### config.mk
export PLATFORM = sky130hd
export DESIGN_NAME = plic_gateway_arb
export DESIGN_NICKNAME = d
export VERILOG_FILES = /design/src/rtl/plic_gateway_arb.sv
export SDC_FILE = /design/constraint.sdc
export NUM_CORES = 1
export LEC_CHECK = 0
export ABC_AREA = 0
export CORE_MARGIN = 1
export CORE_UTILIZATION = 39
export CTS_CLUSTER_DIAMETER = 50
export DETAILED_ROUTE_END_ITERATION = 6
export SLEW_MARGIN = 20
export SYNTH_ARGS = -nofsm -noshare
export SYNTH_HDL_FRONTEND = slang
export SYNTH_SLANG_ARGS = --single-unit
export TNS_END_PERCENT = 20
### constraint.sdc
create_clock -name clk_i -period 67.3 [get_ports clk_i]
set_clock_uncertainty 0.1 [all_clocks]
set_input_delay 13.46 -clock clk_i [delete_from_list [all_inputs] [get_ports clk_i]]
set_output_delay 13.46 -clock clk_i [all_outputs]
set_load 0.05 [all_outputs]
### src/rtl/plic_gateway_arb.sv
// plic_gateway_arb: per-source interrupt gateways (level/edge), a single-target
// priority arbiter and the claim/complete sequencer for one PLIC hart context.
//
// Handshake: claim_i and complete_i are single-cycle strobes with no ready
// side. A claim is taken only when claim_id_o is nonzero in that cycle. A
// complete is taken only when the named source is in flight. Every other
// strobe is dropped and changes no state.
module plic_gateway_arb #(
  parameter int IRQ_NUM   = 32,
  parameter int LEV_WIDTH = 4,
  parameter int GWP_WIDTH = 3,
  parameter int IRQ_WIDTH = $clog2(IRQ_NUM)
) (
  input  logic                          clk_i,
  input  logic                          rst_i,
  input  logic                          en_i,
  input  logic [IRQ_NUM-1:0]            irq_i,
  input  logic [IRQ_NUM-1:0]            tm_i,
  input  logic [IRQ_NUM*LEV_WIDTH-1:0]  prio_i,
  input  logic [IRQ_NUM-1:0]            ie_i,
  input  logic [LEV_WIDTH-1:0]          thold_i,
  input  logic                          claim_i,
  input  logic                          complete_i,
  input  logic [IRQ_WIDTH-1:0]          complete_id_i,
  output logic [IRQ_WIDTH-1:0]          claim_id_o,
  output logic [IRQ_NUM-1:0]            ip_o,
  output logic                          irq_o
);

  localparam logic [GWP_WIDTH-1:0] CNT_MAX = '1;

  // Gateway state
  logic [IRQ_NUM-1:0]   r_ip;
  logic [IRQ_NUM-1:0]   r_inflight;
  logic [IRQ_NUM-1:0]   r_prev;
  logic [IRQ_NUM-1:0]   r_tm_q;
  logic [GWP_WIDTH-1:0] r_cnt [IRQ_NUM];

  // Arbiter state
  logic [IRQ_WIDTH-1:0] r_best_id;
  logic [LEV_WIDTH-1:0] r_best_prio;
  logic                 r_irq;

  // Next-state and helper wires
  logic [IRQ_NUM-1:0]   w_ip_n;
  logic [IRQ_NUM-1:0]   w_inflight_n;
  logic [GWP_WIDTH-1:0] w_cnt_n [IRQ_NUM];
  logic [IRQ_NUM-1:0]   w_idle;
  logic [IRQ_NUM-1:0]   w_edge;
  logic [IRQ_NUM-1:0]   w_cnt_nz;
  logic [IRQ_NUM-1:0]   w_consume;
  logic [IRQ_WIDTH-1:0] w_best_id;
  logic [LEV_WIDTH-1:0] w_best_prio;
  logic                 w_claim_fire;

  assign claim_id_o   = r_irq ? r_best_id : '0;
  assign w_claim_fire = claim_i && (claim_id_o != '0);
  assign ip_o         = r_ip;
  assign irq_o        = r_irq;

  assign w_idle    = ~r_ip & ~r_inflight;
  assign w_edge    = irq_i & ~r_prev;
  assign w_consume = w_idle & tm_i & (w_cnt_nz | w_edge);

  // Flag sources that still hold buffered edges
  always_comb begin
    w_cnt_nz = '0;
    for (int i = 0; i < IRQ_NUM; i++) begin
      w_cnt_nz[i] = (r_cnt[i] != '0);
    end
  end

  // Gateway next state: latch requests, count edges, apply claim/complete
  always_comb begin
    w_ip_n       = r_ip;
    w_inflight_n = r_inflight;
    for (int i = 0; i < IRQ_NUM; i++) begin
      w_cnt_n[i] = r_cnt[i];
      if (tm_i[i]) begin
        // Edge mode: a buffered or fresh edge is promoted when idle. An edge
        // that is consumed in the same cycle never touches the counter.
        if (w_consume[i]) begin
          w_ip_n[i] = 1'b1;
        end
        if (w_edge[i] && !w_consume[i]) begin
          if (r_cnt[i] != CNT_MAX) begin
            w_cnt_n[i] = r_cnt[i] + 1'b1;
          end
        end else if (!w_edge[i] && w_consume[i]) begin
          w_cnt_n[i] = r_cnt[i] - 1'b1;
        end
      end else begin
        if (w_idle[i] && irq_i[i]) begin
          w_ip_n[i] = 1'b1;
        end
        w_cnt_n[i] = '0;
      end
      // Switching trigger mode discards any buffered edges
      if (tm_i[i] != r_tm_q[i]) begin
        w_cnt_n[i] = '0;
      end
      // A claimed source is pending, hence never idle: no set/clear race
      if (w_claim_fire && (claim_id_o == IRQ_WIDTH'(i))) begin
        w_ip_n[i]       = 1'b0;
        w_inflight_n[i] = 1'b1;
      end
      // Completing a source that is not in flight clears an already-clear bit
      if (complete_i && (complete_id_i == IRQ_WIDTH'(i))) begin
        w_inflight_n[i] = 1'b0;
      end
    end
    // Source 0 is reserved and never holds state
    w_ip_n[0]       = 1'b0;
    w_inflight_n[0] = 1'b0;
    w_cnt_n[0]      = '0;
  end

  // Priority search: strict '>' keeps the lowest ID on ties and excludes prio 0
  always_comb begin
    w_best_id   = '0;
    w_best_prio = '0;
    for (int i = 0; i < IRQ_NUM; i++) begin
      if (r_ip[i] && ie_i[i] &&
          (prio_i[i*LEV_WIDTH +: LEV_WIDTH] > w_best_prio)) begin
        w_best_prio = prio_i[i*LEV_WIDTH +: LEV_WIDTH];
        w_best_id   = IRQ_WIDTH'(i);
      end
    end
  end

  // State registers; a taken claim forces a one-cycle arbiter bubble
  always_ff @(posedge clk_i) begin
    if (rst_i) begin
      r_ip        <= '0;
      r_inflight  <= '0;
      r_prev      <= '0;
      r_tm_q      <= '0;
      for (int i = 0; i < IRQ_NUM; i++) begin
        r_cnt[i] <= '0;
      end
      r_best_id   <= '0;
      r_best_prio <= '0;
      r_irq       <= 1'b0;
    end else begin
      r_ip       <= w_ip_n;
      r_inflight <= w_inflight_n;
      r_prev     <= irq_i;
      r_tm_q     <= tm_i;
      for (int i = 0; i < IRQ_NUM; i++) begin
        r_cnt[i] <= w_cnt_n[i];
      end
      if (w_claim_fire) begin
        r_best_id   <= '0;
        r_best_prio <= '0;
        r_irq       <= 1'b0;
      end else begin
        r_best_id   <= w_best_id;
        r_best_prio <= w_best_prio;
        r_irq       <= en_i && (w_best_prio > thold_i);
      end
    end
  end

endmodule

==> summary.txt, run 1 <==
Global route
  • Largest net degree at the start of global routing: 78
  • First-pass GRT wire length: 76.2 mm
  • Vias in the first global route: 15341
  • Total grt overflow: 0
  • GR Util All Layers: 0.210
  • Initial antenna violation count: 3

Clock tree
  • CTS tree: built
  • CTS Root Cell: clkbuf_16
  • Total CTS buffers: 30
  • # H-tree levels: 1
  • Worst-Skew Late Latency: 0.54 ns
  • Clk slew on worst S/H paths: 0.06 ns
  • Clock sink count: 223
  • Clock Tree Buf Depth: 3
  • Post-CTS Hold Buffers: 0

Yosys
  • Post-synthesis cell type count: 103
  • Post-Synth Adder-Cell Area: 0.104
  • Top cell type's share of synthesized area: 0.265
  • Ys async rst share: 0
  • Post-Synthesis Cells: 2177
  • Synth Register Bits: 223
  • EDFF count, synth: 0
  • Post-Synth Simple-Gate Area: 0.278
  • Syn nets: 2533
  • Main synth FF type: dfxtp_1
  • Synth Area in Compound Gates: 0.205
  • Synth area leader: dfxtp_1
  • Main combinational cell family by area after synthesis: simple AND/OR/NAND/NOR gates
  • Mux contribution to synthesized area: 0.0495
  • Post-synthesis sequential area ratio: 0.265
  • Post-Synth XOR/XNOR Area: 0.0614
  • Cells taking the most area after synthesis: dfxtp_1 (27%), nand2_1 (6.5%), ha_1 (6.5%)
  • Post-Syn Area per Cell: 7.73 um^2
  • Yosys Warn Count: 0
  • Cell area after synthesis: 16800 um^2

Pwr
  • Power density cells: 35.8 nW/um^2
  • Total chip power: 759 uW
  • Leakage power: 0.00842 uW
  • Maximum ir drop on the vdd rail: 0.0268 mV

Die
  • FP Rows: 75
  • Die area: 44000 um^2
  • Initial core utilization: 0.399
  • Die height: 210 um
  • Core area: 42200 um^2
  • Die W: 210 um
  • I/O pin count: 276

Run status
  • Status: completed

Detailed routing
  • Post-route DRC: 0
  • Post-route ant nets: 0
  • Detailed Route WL: 47.5 mm
  • Number of vias per cell: 5.33
  • First-pass detailed-route iteration total: 5
  • Detailed Route Iter0 Violations: 771
  • Vias: 16040
  • WL/cell: 15.8 um

Setup path
  • Critical Path End: irq_o
  • Reg-to-Reg End: irq_o
  • Critical Path RT: 67.62 ns
  • Crit-path max FO: 15
  • Element type at the critical path end: flop
  • Crit path largest cell delay: 0.54 ns
  • Flop-to-flop setup slack: 17.11 ns
  • Crit-path slowest cell: clkdlybuf4s50_1
  • Most used cell along the critical path: ha_1
  • CP Class: in -> reg
  • R2R Path Start: ip_o[1]
  • Reg2Reg Depth: 241
  • CP arrival: 63.33 ns
  • Startpoint type of the worst setup path: input pin
  • Critical Path Source: ie_i[1]

Place
  • RePlAce Congestion: 0.930
  • IO buf count: 267
  • DPL Wire Length: 38.4 mm

Hold path
  • Worst Hold Class: reg -> reg

Cells and area
  • N_diodes: 0
  • Synthesis-to-layout area growth: 26.1%
  • Share of cells above drive strength 1: 0.0627
  • Total Nets Final: 2805

STA
  • Final Slew Violations: 0
  • Slew headroom: 0.283
  • Share of the clock period used by the worst path: 0.936
  • Max Clk Rate: 0.0159 GHz
  • Final hold violations: 0
  • Setup Viol. Count Final: 0
  • Final setup TNS: 0 ns
  • Least-Margin Pin Slew: 1.07 ns
  • Min Tclk post-route: 63.01 ns
  • RSZ-0062 raised after global routing: false

Flow run
  • Max Cap Viol: 0
## worst max-delay path: cells and delay by family
family	cells	cell delay [ns]
AOI/OAI and AO/OA	101	21.58
adders and majority gates	32	9.31
buffers and inverters	27	2.48
muxes	19	5.87
and+or+nand+nor	63	10.50
## state kept, by name, indices dropped and copies added, names as in the netlist
signal      cells
r_inflight     31
r_best_id       5
r_prev         31
r_tm_q         31
r_cnt          93
ip_o           31
irq_o           1
## through the flow
step / setup WS (ns) / util / hold WS [ns] / instances / area [um^2]
3_5_place_dp: 2.19 / 0.475 / 0.368 / 2952 / 20100
4_1_cts: 2.51 / 0.500 / 0.377 / 3008 / 21100
5_1_grt: 0.0185 / 0.503 / 0.382 / 3012 / 21200
2_1_floorplan: 10.11 / - / 0.344 / 2177 / 16800
3_3_place_gp: 3.13 / 0.475 / 0.369 / 2952 / 20100
6_report: 4.29 / 0.503 / 0.374 / 3012 / 21200
## placed cells by master, fill, tap and decap left out, types with 8 or more instances in the layout
cell             synthesis  routed
nor2b_1                108     108
clkbuf_16                0      31
a31oi_1                 15      15
nand4_1                 16      16
nand3_1                105     105
o31ai_1                 37      37
ha_1                    87      87
a211oi_1                60      59
o21ai_1                  9      10
xnor2_1                 48      48
mux2i_1                 49      47
nand2_1                291     291
o31a_1                  11      11
a21o_1                  20      20
nor3_1                  65      65
xor2_1                  70      70
and2_1                  18      18
buf_4                    3       8
nor2_1                 280     279
and3_1                  19      19
nand2b_1                39      39
o21a_1                  17      17
inv_1                  128     128
a211oi_2                 9      10
a21oi_1                119     115
o21ai_0                 58      57
dfxtp_1                223     223
o211ai_1                12      12
or2_2                    9       9
fa_1                    31      31
clkdlybuf4s50_1          0     266
a211o_1                 13      13
mux2_2                  24      24
## power by group
| part | switching, uW | internal [uW] | total (uW) |
|---|---|---|---|
| Combinational | 256 | 194 | 449 |
| Clock | 62.2 | 104 | 166 |
| Sequential | 5.66 | 138 | 144 |
## per-layer routing
| metal | routed length [um] | global-route usage | up-vias | share of wire |
|---|---|---|---|---|
| met3 | 2520 | 0.0400 | 45 | 0.053 |
| met4 | 554 | 0.0292 | 6 | 0.012 |
| li1 | - | - | 8238 | - |
| met1 | 21800 | 0.271 | 7427 | 0.46 |
| met5 | 42 | 0 | - | 0.00088 |
| met2 | 22600 | 0.367 | 324 | 0.48 |
## kinds of logic (layout without fill, tap and decap cells)
group	count (synthesis)	in the layout
AOI/OAI and AO/OA	475	475
xor gates and xnor gates	118	118
adders and majority gates	122	122
buffers and inverters	162	458
DFF	223	223
muxes	78	78
other	1	1
and+or+nand+nor	998	998
## cell usage after synthesis, types with 39 or more instances
| library cell | n |
|---|---|
| dfxtp_1 | 223 |
| o21ai_0 | 58 |
| xor2_1 | 70 |
| a211oi_1 | 60 |
| a21oi_1 | 119 |
| nand2_1 | 291 |
| nor3_1 | 65 |
| nand3_1 | 105 |
| nor2_1 | 280 |
| mux2i_1 | 49 |
| ha_1 | 87 |
| inv_1 | 128 |
| nor2b_1 | 108 |
| xnor2_1 | 48 |
| nand2b_1 | 39 |
## timing repair
item | 4_1_cts | 5_1_grt
setup buffers | 0 | 4
gates resized for setup | 0 | 16
setup endpoints to repair | 0 | 6
## worst min-delay path by stage
stage | endpoint | startpoint | cells past startpoint
2_1_floorplan | r_cnt[0][39] | r_tm_q[13] | 2
3_3_place_gp | r_cnt[1][15] | r_tm_q[21] | 2
3_5_place_dp | r_cnt[0][39] | r_tm_q[13] | 2
4_1_cts | r_cnt[1][15] | r_tm_q[21] | 2
5_1_grt | r_cnt[1][35] | r_tm_q[27] | 2
6_report | r_cnt[1][9] | r_tm_q[19] | 2
## layout make-up
| class | count | area [um^2] |
|---|---|---|
| clock buffer | 40 | 840 |
| clock inverter | 16 | 214 |
| fill | 4088 | 21000 |
| inverter | 128 | 480 |
| multi-input combinational | 1792 | 11800 |
| sequential | 223 | 4460 |
| tap | 539 | 674 |
| timing repair buffer | 274 | 2720 |
Power figures use the tool's default switching activity.
==> run 2, diff against run 1 <==
--- a/config.mk
+++ b/config.mk
@@ -6,10 +6,13 @@
 export NUM_CORES = 1
 export LEC_CHECK = 0
 export ABC_AREA = 0
+export CELL_PAD_IN_SITES_DETAIL_PLACEMENT = 0
+export CELL_PAD_IN_SITES_GLOBAL_PLACEMENT = 1
 export CORE_MARGIN = 1
 export CORE_UTILIZATION = 39
 export CTS_CLUSTER_DIAMETER = 50
 export DETAILED_ROUTE_END_ITERATION = 6
+export PLACE_DENSITY = 0.83
 export SLEW_MARGIN = 20
 export SYNTH_ARGS = -nofsm -noshare
 export SYNTH_HDL_FRONTEND = slang
==> run 2 against run 1 <==
- core utilization about the same
- sequential cell count unchanged
- highest routed layer unchanged
- critical path depth unchanged
- combinational power about the same
- power increased by 0.33%
- largest cell class unchanged
- global-route usage increased by 0.39 points
- sequential share of layout area about the same
==> summary.txt, run 2 (synthesis results as in run 1) <==
Detailed routing
  • Detailed Route Iter0 Violations: 740
  • WL/cell: 15.9 um
  • Number of vias per cell: 5.33
  • Vias: 16056
  • Post-route DRC: 0
  • First-pass detailed-route iteration total: 5
  • Detailed Route WL: 47.9 mm
  • Post-route ant nets: 0

Global route
  • Largest net degree at the start of global routing: 66
  • Met2 track demand over resource: 0.379
  • First-pass GRT wire length: 77.6 mm
  • GR Util All Layers: 0.214
  • Vias in the first global route: 15831
  • Initial antenna violation count: 4
  • GR Util met3: 0.0367
  • Busiest grt layer: met2
  • Total grt overflow: 0
  • GR Util met1: 0.271

Setup path
  • Most used cell along the critical path: ha_1
  • CP Class: in -> reg
  • R2R Path Start: ip_o[1]
  • Flop-to-flop setup slack: 17.34 ns
  • Crit-path slowest cell: clkdlybuf4s50_1
  • Critical Path Source: ie_i[1]
  • Element type at the critical path end: flop
  • Crit-path max FO: 15
  • Crit path largest cell delay: 0.54 ns
  • Startpoint type of the worst setup path: input pin
  • CP arrival: 63.17 ns
  • Critical Path RT: 67.64 ns

Cells and area
  • Biggest register: r_cnt
  • Commonest non-fill, non-tap cell in the layout: nand2_1
  • Total Nets Final: 2804
  • Share of cells above drive strength 1: 0.0611
  • Most frequent cells in the layout: nand2_1 (291), nor2_1 (279), clkdlybuf4s50_1 (266)
  • Max reg flops: 93
  • Filler cells: 4096
  • Synthesis-to-layout area growth: 26.1%

Pwr
  • Total chip power: 762 uW
  • Switching Fraction: 0.425
  • Power density cells: 35.9 nW/um^2
  • Logic pwr share: 0.590
  • Clock power share: 0.222
  • P_sw: 324 uW
  • Maximum ir drop on the vdd rail: 0.0387 mV
  • Cell Int Power: 438 uW
  • Seq pwr share: 0.189
  • Leakage power: 0.00842 uW

Die
  • Core area: 42200 um^2
  • FP Rows: 75
  • Die area: 44000 um^2
  • Die height: 210 um
  • Initial core utilization: 0.399
  • I/O pin count: 276
  • Die W: 210 um

Clock tree
  • # H-tree levels: 1
  • Clk slew on worst S/H paths: 0.06 ns
  • Total CTS buffers: 31
  • Post-CTS Hold Buffers: 0
  • Clock sink count: 223
  • CTS tree: built
  • CTS Root Cell: clkbuf_16
  • Worst-Skew Late Latency: 0.55 ns
  • Clock Tree Buf Depth: 3

STA
  • Slew headroom: 0.227
  • Final Slew Violations: 0
  • Setup Viol. Count Final: 0
  • Final hold violations: 0
  • RSZ-0062 raised after global routing: false
  • Min Tclk post-route: 62.83 ns
  • Least-Margin Pin Slew: 1.16 ns
  • Share of the clock period used by the worst path: 0.934
  • Worst hold slack: 0.371 ns
  • Final setup TNS: 0 ns
  • Max Clk Rate: 0.0159 GHz

Place
  • DPL Wire Length: 38.5 mm
  • IO buf count: 267
  • RePlAce Congestion: 0.909

Hold path
  • Hold path startpoint: r_tm_q[27]
  • Worst Hold Class: reg -> reg

Flow run
  • Max Cap Viol: 0

Run status
  • Status: completed
## run 2: cell count changes in the layout (fill, tap and decap cells not counted)
cell | before | now
inv_6 | 6 | 2
mux2i_1 | 47 | 49
clkbuf_8 | 3 | 6
o21ai_0 | 57 | 58
o2111ai_1 | 4 | 5
o21ai_1 | 10 | 9
mux2i_2 | 4 | 2
diode_2 | 0 | 1
clkinv_4 | 0 | 2
o2111ai_2 | 1 | 0
buf_4 | 8 | 6
## run 2: cell type report
type | count | area [um^2] | share of cell area
inverters | 128 | 480 | 0.0226
well taps | 539 | 674 | 0.0318
multi-input cells | 1792 | 11800 | 0.557
repair buffers | 272 | 2710 | 0.128
diodes | 1 | 2.50 | 0.000118
flip-flops and latches | 223 | 4460 | 0.210
clock inverters | 14 | 196 | 0.00926
clock buffers | 43 | 881 | 0.0415
## run 2: stage by stage
step / worst slack (ns) / cell area (um^2) / util / cells
3_5_place_dp: 2.39 / 20100 / 0.475 / 2952
3_3_place_gp: 2.97 / 20100 / 0.475 / 2952
6_report: 4.47 / 21200 / 0.503 / 3012
2_1_floorplan: 10.11 / 16800 / - / 2177
5_1_grt: 0.0117 / 21200 / 0.503 / 3011
4_1_cts: 2.84 / 21100 / 0.501 / 3009
## run 2: per-layer routing
layer / routed length [um] / up-vias / share of wire
li1: - / 8239 / -
met1: 21800 / 7438 / 0.46
met2: 22700 / 305 / 0.47
met3: 2340 / 66 / 0.049
met4: 918 / 8 / 0.019
met5: 57 / - / 0.0012
## run 2: final timing paths
kind                  endpoint  cells past startpoint
hold reg to reg   r_cnt[1][35]                      2
hold / removal    r_cnt[1][35]                      2
setup / recovery         irq_o                    242
setup reg to reg         irq_o                    241
## run 2: power groups by stage
stage          clock network (uW)  registers [uW]  logic, uW
3_5_place_dp                    0             147        441
3_3_place_gp                    0             146        431
2_1_floorplan                   0             150        332
6_report                      169             144        449
4_1_cts                       172             144        444
5_1_grt                       178             145        504
## run 2: what timing repair did
item / 4_1_cts / 5_1_grt
setup endpoints to repair: 0 / 6
setup buffers: 0 / 2
gates resized for setup: 0 / 12
## run 2: worst max-delay path, delay by kind of cell
kind	cells	cell delay (ns)
AOI/OAI and AO/OA	101	21.27
and+or+nand+nor	63	10.38
adders and majority gates	32	9.55
buffers and inverters	27	2.47
muxes	19	5.97
